[config.mk]
export PLATFORM = sky130hd
export DESIGN_NAME = program_loader
export DESIGN_NICKNAME = d
export VERILOG_FILES = /design/src/rtl/program_loader_pkg.sv /design/src/rtl/word_assembler.sv /design/src/rtl/program_loader.sv
export SDC_FILE = /design/constraint.sdc
export NUM_CORES = 1
export LEC_CHECK = 0
export CORE_MARGIN = 10
export CORE_UTILIZATION = 41
export DETAILED_ROUTE_END_ITERATION = 12
export PLACE_DENSITY_LB_ADDON = 0.25
export SETUP_SLACK_MARGIN = 0.4
export SLEW_MARGIN = 20
export SYNTH_ARGS = -nofsm -noshare
export SYNTH_HDL_FRONTEND = slang
export SYNTH_SLANG_ARGS = --single-unit
[constraint.sdc]
create_clock -name Clock -period 2.29 [get_ports Clock]
set_input_delay 0.3435 -clock Clock [delete_from_list [all_inputs] [get_ports Clock]]
set_output_delay 0.3435 -clock Clock [all_outputs]
set_load 0.05 [all_outputs]
[src/rtl/program_loader_pkg.sv]
// Shared loader definitions: session FSM states, header size, memory depth.
// Optional checksum stage: PROGRAM_LOADER_CHECKSUM_EN.
package program_loader_pkg;

  localparam int HEADER_BYTES      = 2;
  localparam int DEFAULT_MEM_DEPTH = 800;

`ifdef PROGRAM_LOADER_CHECKSUM_EN
  typedef enum logic [2:0] {
    IDLE,
    LEN_HI,
    LEN_LO,
    DATA,
    CHECK,
    DONE,
    ERR
  } loaderState_t;
`else
  typedef enum logic [2:0] {
    IDLE,
    LEN_HI,
    LEN_LO,
    DATA,
    DONE,
    ERR
  } loaderState_t;
`endif

endpackage

[src/rtl/word_assembler.sv]
// Packs accepted bytes big-endian into 32-bit words; pulses WordReady
// the cycle after the 4th byte. Ports: Clear, Accept, ByteData in;
// LastByte (next accept completes a word), WordReady, Word out.
module word_assembler (
  input  logic        Clock,
  input  logic        ResetN,
  input  logic        Clear,
  input  logic        Accept,
  input  logic [7:0]  ByteData,
  output logic        LastByte,
  output logic        WordReady,
  output logic [31:0] Word
);

  logic [23:0] shiftReg;
  logic [1:0]  byteCount;

  assign LastByte = (byteCount == 2'd3);

  // Word is a separate holding register so the next word can
  // start shifting in during the write cycle.
  always_ff @(posedge Clock or negedge ResetN) begin
    if (!ResetN) begin
      shiftReg  <= '0;
      byteCount <= '0;
      WordReady <= 1'b0;
      Word      <= '0;
    end else begin
      WordReady <= 1'b0;
      if (Clear) begin
        shiftReg  <= '0;
        byteCount <= '0;
      end else if (Accept) begin
        shiftReg  <= {shiftReg[15:0], ByteData};
        byteCount <= byteCount + 2'd1;
        if (LastByte) begin
          Word      <= {shiftReg, ByteData};
          WordReady <= 1'b1;
        end
      end
    end
  end

endmodule

[src/rtl/program_loader.sv]
// Serial program loader: 16-bit big-endian word count, then N words
// streamed as bytes into instruction memory. Ports: Start, ByteValid,
// ByteData in; ByteReady, WriteEnable/Address/Data, Busy, LoadDone,
// LoadError out. Optional trailing XOR checksum: PROGRAM_LOADER_CHECKSUM_EN.
module program_loader
  import program_loader_pkg::*;
#(
  parameter int MEM_DEPTH = DEFAULT_MEM_DEPTH,
  parameter int ADDR_W    = 10
) (
  input  logic              Clock,
  input  logic              ResetN,
  input  logic              Start,
  input  logic              ByteValid,
  input  logic [7:0]        ByteData,
  output logic              ByteReady,
  output logic              WriteEnable,
  output logic [ADDR_W-1:0] WriteAddress,
  output logic [31:0]       WriteData,
  output logic              Busy,
  output logic              LoadDone,
  output logic              LoadError
);

  localparam int LEN_W = HEADER_BYTES * 8;
  localparam logic [LEN_W-1:0] MaxWords = LEN_W'(MEM_DEPTH);

`ifdef PROGRAM_LOADER_CHECKSUM_EN
  localparam loaderState_t FinalState = CHECK;
`else
  localparam loaderState_t FinalState = DONE;
`endif

  loaderState_t state;
  loaderState_t nextState;

  logic [7:0]        lenHi;
  logic [LEN_W-1:0]  lenWord;
  logic [LEN_W-1:0]  wordCount;
  logic [LEN_W-1:0]  wordsIn;
  logic [ADDR_W-1:0] addrCount;
  logic              accept;
  logic              dataAccept;
  logic              lastByte;
  logic              lastWord;
  logic              startSession;
  logic              wordReady;
  logic [31:0]       word;

`ifdef PROGRAM_LOADER_CHECKSUM_EN
  logic [7:0] xorAcc;
`endif

  assign accept     = ByteValid & ByteReady;
  assign dataAccept = accept & (state == DATA);
  assign lenWord    = {lenHi, ByteData};
  assign lastWord   = (wordsIn + LEN_W'(1)) == wordCount;

  assign startSession = Start &
    ((state == IDLE) | (state == DONE) | (state == ERR));

  assign ByteReady = (state == LEN_HI) | (state == LEN_LO) |
`ifdef PROGRAM_LOADER_CHECKSUM_EN
                     (state == CHECK) |
`endif
                     (state == DATA);

  assign Busy = ~((state == IDLE) | (state == DONE) |
                  (state == ERR));

  assign LoadDone     = (state == DONE);
  assign LoadError    = (state == ERR);
  assign WriteEnable  = wordReady;
  assign WriteAddress = addrCount;
  assign WriteData    = word;

  word_assembler uAsm (
    .Clock    (Clock),
    .ResetN   (ResetN),
    .Clear    (startSession),
    .Accept   (dataAccept),
    .ByteData (ByteData),
    .LastByte (lastByte),
    .WordReady(wordReady),
    .Word     (word)
  );

  always_ff @(posedge Clock or negedge ResetN) begin
    if (!ResetN) state <= IDLE;
    else         state <= nextState;
  end

  always_comb begin
    nextState = state;
    unique case (state)
      IDLE, DONE, ERR: begin
        if (Start) nextState = LEN_HI;
      end
      LEN_HI: begin
        if (accept) nextState = LEN_LO;
      end
      LEN_LO: begin
        if (accept) begin
          if (lenWord > MaxWords)     nextState = ERR;
          else if (lenWord == '0)     nextState = FinalState;
          else                        nextState = DATA;
        end
      end
      DATA: begin
        if (accept && lastByte && lastWord)
          nextState = FinalState;
      end
`ifdef PROGRAM_LOADER_CHECKSUM_EN
      CHECK: begin
        if (accept)
          nextState = (ByteData == xorAcc) ? DONE : ERR;
      end
`endif
      default: nextState = IDLE;
    endcase
  end

  // A new session clears the counters; the address still advances on
  // the final strobe, which may overlap DONE.
  always_ff @(posedge Clock or negedge ResetN) begin
    if (!ResetN) begin
      lenHi     <= '0;
      wordCount <= '0;
      wordsIn   <= '0;
      addrCount <= '0;
    end else if (startSession) begin
      wordsIn   <= '0;
      addrCount <= '0;
    end else begin
      if (accept && state == LEN_HI) lenHi <= ByteData;
      if (accept && state == LEN_LO) wordCount <= lenWord;
      if (dataAccept && lastByte)    wordsIn <= wordsIn + LEN_W'(1);
      if (wordReady)                 addrCount <= addrCount + ADDR_W'(1);
    end
  end

`ifdef PROGRAM_LOADER_CHECKSUM_EN
  always_ff @(posedge Clock or negedge ResetN) begin
    if (!ResetN)           xorAcc <= '0;
    else if (startSession) xorAcc <= '0;
    else if (dataAccept)   xorAcc <= xorAcc ^ ByteData;
  end
`endif

endmodule

After elaboration in Yosys (flattened, before gate mapping)
Cells that the tools add are included.
{ "word_totals": {"register_bits": 112} }
{ "classes": {"n_reduce_logical": 15, "n_eq_ne": 11, "n_lt_le_gt_ge": 1, "n_mux": 18, "addsub": 3, "bitwise_logic": 9} }
{ "op_table": {"columns": ["cell", "n"], "rows": [
  ["24-bit two-way mux", 2],
  ["16-bit two-way mux", 2],
  ["10-bit two-way mux", 2],
  ["3-bit two-way mux", 6],
  ["16-bit by 1-bit adder with 16-bit output (second input constant)", 1],
  ["16-bit == test", 1],
  ["16-bit by 10-bit > comparator with 1-bit output (second input constant)", 1],
  ["16-bit logical NOT", 1],
  ["3-bit case mux with 4 select lines", 1],
  ["10-bit by 1-bit adder with 10-bit output (second input constant)", 1],
  ["3-bit by 2-bit == test with 1-bit output (second input constant)", 2],
  ["3-bit == test (second input constant)", 2],
  ["2-bit != test (second input constant)", 3],
  ["2-bit nonzero test", 3],
  ["1-bit logical AND", 5],
  ["2-bit two-way mux", 2],
  ["1-bit bitwise OR", 4],
  ["2-bit AND reduction", 2],
  ["4-bit AND reduction", 1],
  ["1-bit bitwise AND", 3],
  ["3-bit by 1-bit == test with 1-bit output (second input constant)", 1],
  ["3-bit logical NOT", 1],
  ["1-bit two-way mux", 3],
  ["3-bit AND reduction", 1],
  ["other kinds (5)", 6]
]} }

Longest topological paths before layout
{ "logic_depth": {"word_depth": 8, "ltp_mapped": 9, "ltp_nobuf": 7} }

Modules after synthesis
A second synthesis with hierarchy kept.
{ "hier_totals": {"cells_unflattened": 455, "hier_area_um2": 5356.4} }
{ "by_module_without_submodules": {"columns": ["module", "area_per_inst_um2", "cells_per_inst", "seq_area_each_um2", "instances"], "rows": [
  ["program_loader", 2942.8, 300, 1326.3, 1],
  ["word_assembler", 2413.6, 155, 1476.4, 1]
]} }

Least setup slack after synthesis
Ideal clock, no wire load.
{ "synth_path": {"kind": "register -> register", "from": "register state[1]", "to": "register state[0]", "arrival_time_ns": 2.073, "required_time_ns": 2.153, "setup_time_ns": 0.137, "stages_incl_launch_ff": 7, "path_buffers": 0, "setup_slack_ns": 0.079, "cell_sequence": "dfrtp_1 inv_2 a21oi_1 nand3_1 nor4_1 and4b_1 a41oi_2"} }
{ "synth_via": {"elab_chain_cells": 8, "elab_cells_between_ends": 18} }
{ "synth_lines": {"columns": ["item", "line", "rtl"], "rows": [
  ["from (decl)", "program_loader.sv:34", "loaderState_t state;"],
  ["from (signal assigned)", "program_loader.sv:90", "else state <= nextState;"],
  ["3-bit by 1-bit == test with 1-bit output / 3-bit by 2-bit == test with 1-bit output (equally long branches)", "program_loader.sv:62", "assign ByteReady = (state == LEN_HI) | (state == LEN_LO) |"],
  ["1-bit bitwise OR", "program_loader.sv:62", null],
  ["1-bit bitwise OR *", "program_loader.sv:62", null],
  ["via ByteReady", "program_loader.sv:16", "output logic ByteReady,"],
  ["1-bit bitwise AND *", "program_loader.sv:54", "assign accept = ByteValid & ByteReady;"],
  ["1-bit logical AND (2 in a row)", "program_loader.sv:110", "if (accept && lastByte && lastWord)"],
  ["2-bit by 1-bit != test with 1-bit output (no line)", null, null],
  ["4-bit AND reduction (no line) *", null, null]
]} }
The timed path passes the listed nets; every way through them passes the cells marked *.
A chain may end at the register's enable or synchronous reset.

Worst setup path after layout
{ "layout_path": {"from": "register wordsIn[0]", "to": "register state[0]"} }
{ "layout_via": {"elab_chain_cells": 5} }
{ "layout_lines": {"columns": ["item", "line", "rtl"], "rows": [
  ["from (decl)", "program_loader.sv:40", "logic [LEN_W-1:0] wordsIn;"],
  ["from (signal assigned)", "program_loader.sv:137", "if (dataAccept && lastByte) wordsIn <= wordsIn + LEN_W'(1);"],
  ["16-bit by 1-bit adder with 16-bit output", "program_loader.sv:57", "assign lastWord = (wordsIn + LEN_W'(1)) == wordCount;"],
  ["16-bit == test", "program_loader.sv:57", null],
  ["1-bit logical AND", "program_loader.sv:110", null],
  ["2-bit by 1-bit != test with 1-bit output (no line)", null, null],
  ["4-bit AND reduction (no line)", null, null]
]} }
No other way between the ends.

==> results by stage <==
STA:
- The ratio of final minimum period to clock period is 84.3%.
- Across the routed clock network, the largest skew measured is 0.00441 ns.
- The final count of hold timing violations is 0.
- The slew at the pin closest to its max-slew limit is 0.536 ns.
- The peak clock frequency supported by timing is 0.518 GHz.
- The number of max-slew violations in the final report came to 0.
- The worst pin sits at a relative slew slack of 64.3%.
- The sum of negative setup slack is 0 ns.
- The tightest hold path in the finished design has a slack of 0.373 ns.
- The number of setup violations in the final report is 0.
- The routed design could run at a clock period as short as 1.93 ns.
- Setup repair after global routing could not meet its margin everywhere.
- The worst path setup slack after routing is 0.360 ns.

Clock network:
- The number of CTS-inserted buffers is 9.
- The H-tree was split into 3 levels.
- The clock-pin slew of the registers on the worst-case setup and hold paths is 0.07 ns.
- The clock latency of the later-clocked register in the worst-skew pair is 0.35 ns.
- The clock root buffer is clkbuf_16.
- Counting along the longest clock path gives a buffer depth of 2.
- The CTS tree is done.
- The number of clock sinks is 112.

Placement:
- Buffers placed on the I/O ports in this run total 58.
- After detailed placement, the design holds a cell count of 770.
- At the end of routability-driven placement, the weighted congestion stood at 0.851.
- At the placement stage, the worst setup path has a slack of 0.0377 ns.
- The post-detailed-placement half-perimeter wirelength is 8880 um.

Synthesis:
- The synthesized netlist cell count is 548.
- Yosys printed 0 warnings.
- The register area share after synthesis is 53.0%.
- The number of library cell types mapped by synthesis is 57.
- A synthesized cell averages 9.65 um2.
- Of the post-synthesis cell area, the dominant cell type holds 53.0%.
- Of all flip-flops after synthesis, the portion carrying an async set or reset was 100%.
- Synthesis produced a netlist with a net count of 563.
- The leading cell type by number of instances after synthesis is nand2_1.
- The largest total area in the synthesized netlist belongs to dfrtp_1.
- The most used flip-flop cell after synthesis is dfrtp_1.
- After synthesis, the cell types taking the most area are dfrtp_1 53%, nand2_1 12%, mux2_2 5.1%.
- In this run the cell area of the synthesized design comes to 0.00529 mm2.
- By count the netlist is led by 165 x nand2_1, 112 x dfrtp_1, 50 x o21ai_0.
- Yosys mapped a number of flops with a built-in enable equal to 0.
- The total of flip-flops plus latches after synthesis is 112.

Global route:
- The number of global-route vias before repair is 4,115.
- The initial antenna violation count is 0.
- The wire length of the first global-routing pass is 21,700 um.
- Across every metal layer, demand over resource in global routing totals 14.7%.
- The total overflow left after global routing is 0.
- Entering global routing, the biggest net connects 55 pins.

Route:
- The first routing iteration left 230 violations.
- The number of DRC violations after detailed routing is 0.
- The total number of vias is 4,241.
- The final layout contains routed wiring with a total length of 13,200 um.
- In the final routed layout, each cell accounts on average for 16.4 um.
- The number of detailed-route iterations in the first pass is 5.
- The detail-routed via count per cell is 5.27.
- The count of nets left with antenna violations once routing finished came out at 0.

Hold path:
- The kind of path behind the tightest hold check is in -> reg.

Die:
- In this run the count of I/O pins placed on the die edge is 59.
- The initial cell density of the core is 41.9%.
- The full die area is 0.0178 mm2.
- The core region is 0.0126 mm2.
- The die outline width is 134 um.
- The cell row count is 41.
- The die is 134 um tall.

Flow run:
- The number of max-capacitance violations reported is 0.

Critical path:
- In this design, the stage delay of the slowest critical-path cell is 0.45 ns.
- Walking the worst path, the cells encountered are ha_4 -> and3_4 -> a221oi_2 -> a41o_1 -> a21oi_2 -> and4b_2 -> a41oi_2.
- The largest fanout of any net on the critical path is 7.
- The critical path is of the reg -> reg type.
- The cell with the largest stage delay on the worst path is dfrtp_2.
- The category of the worst setup path launch point is a flop.
- For the worst setup path, the data required time is 2.51 ns.
- At the worst endpoint, the arrival time is 2.15 ns.
- The type of element capturing the critical path is a flop.

Layout:
- For this run, the post-layout net count is 644.
- The multi-input combinational cells in the finished layout cover a total of 0.00243 mm2.
- The finished layout holds 804 standard cells, fillers aside.
- The repair_antennas step left the layout with diodes totalling 0.
- From synthesis to final layout, the design area changed by 26.7%.
- In the final layout, the share of cells above drive strength 1 is 19.9%.
- Counting the fill cells in the layout gives 1,157.
- The total area of sequential cells is 0.00282 mm2.

Pwr:
- The total power per unit cell area is 1180 mW/mm2.
- IR analysis of the VDD net gives a maximum drop of 0.680 mV.
- The analysis attributes to cell leakage a power of 3.46 nW.

Status:
- The flow ran to the end, and the final reports show no timing, DRC or antenna violations.
[cell type report]
cell class	instances	share of cell area, %
Sequential cell	112	42.1
Multi-Input combinational cell	404	36.2
Timing Repair Buffer	97	14.1
Clock buffer	12	3.83
Tap cell	172	3.21
Inverter	5	0.318
Clock inverter	2	0.243
[stage by stage]
stage | power, mW | utilization, % | instance area [um2]
2_1_floorplan | 5.34 | - | 5310
3_3_place_gp | 6.27 | 48.4 | 6100
3_5_place_dp | 6.38 | 48.4 | 6100
4_1_cts | 7.87 | 51.0 | 6430
5_1_grt | 8.39 | 53.1 | 6700
6_report | 7.87 | 53.1 | 6700
[final timing paths]
| check | from | to | slack, ns | cells after the start |
|---|---|---|---|---|
| worst max-delay path | wordsIn[0] | state[0] | 0.36 | 7 |
| worst min-delay path | ByteData[6] | uAsm.Word[6] | 0.37 | 3 |
| worst max register to register | wordsIn[0] | state[0] | 0.36 | 7 |
| worst min register to register | uAsm.Word[31] | uAsm.Word[31] | 0.47 | 2 |
| max in group asynchronous | ResetN | state[2] | 1.06 | 3 |
| min in group asynchronous | ResetN | uAsm.Word[24] | 0.52 | 2 |
[kinds of logic (layout without fill, tap and decap cells)]
logic type / Yosys count / count (layout) / share of synthesized area, %
multiplexers: 26 / 26 / 5.49
buffers and inverters: 32 / 116 / 3.12
XOR/XNOR: 30 / 30 / 4.97
adder cells (fa/ha/maj): 3 / 3 / 0.710
flip-flops: 112 / 112 / 53.0
AO/OA/AOI/OAI: 97 / 97 / 11.3
AND/OR/NAND/NOR: 248 / 248 / 21.4
[state kept, by name (all words and copies together), names as in the netlist]
| name | cells |
|---|---|
| uAsm.byteCount | 2 |
| uAsm.shiftReg | 24 |
| uAsm.WordReady | 1 |
| wordsIn | 16 |
| wordCount | 16 |
| uAsm.Word | 32 |
| WriteAddress | 10 |
| lenHi | 8 |
| state | 3 |
[cells in the final DEF, fill, tap and decap left out, types with 3 or more instances in the layout]
cell type | synthesis | final
nand2_1 | 165 | 165
dfrtp_1 | 112 | 100
o21ai_0 | 50 | 50
buf_4 | 2 | 38
dlymetal6s2s_1 | 0 | 25
nor2_1 | 26 | 24
mux2_2 | 24 | 24
xnor2_1 | 17 | 17
clkdlybuf4s50_1 | 0 | 15
dlygate4sd2_1 | 0 | 13
xor2_1 | 13 | 12
dfrtp_2 | 0 | 12
nand4_1 | 10 | 10
nand3_1 | 9 | 9
clkbuf_16 | 0 | 9
a21oi_1 | 10 | 8
o31ai_1 | 7 | 7
nor3_1 | 6 | 5
a31oi_1 | 5 | 5
nor2_2 | 3 | 4
and3_1 | 4 | 4
inv_1 | 3 | 3
nand2b_1 | 4 | 3
nor3_2 | 2 | 3
nor2b_1 | 3 | 3
o211ai_1 | 3 | 3
o21ai_1 | 4 | 3
buf_6 | 4 | 3
[power by group]
| group | switching [mW] | internal (mW) |
|---|---|---|
| logic | 1.96 | 1.22 |
| clock network | 0.701 | 0.789 |
| registers | 0.547 | 2.65 |
| total | 3.21 | 4.67 |
[repair_timing]
| item | in CTS | in global routing |
|---|---|---|
| hold buffers | 1 | 0 |
| resized for setup | 25 | 47 |
| pin swaps | 1 | 11 |
| hold endpoints to repair | 32 | 0 |
| setup endpoints to repair | 31 | 69 |
| setup buffers | 3 | 16 |
[layer usage]
layer	global-route usage (%)	part of all wire, %
met1	20.0	47
met3	3.38	5.4
met4	6.47	2.2
met2	21.8	46
met5	0	0
[worst max-delay path: cells and delay by family, from the launching register on]
kind / cells / cell delay [ns]
compound gates: 4 / 0.61
fa+ha+maj: 1 / 0.20
simple gates: 2 / 0.54
flops: 1 / 0.45
(Power assumes the default switching activity.)
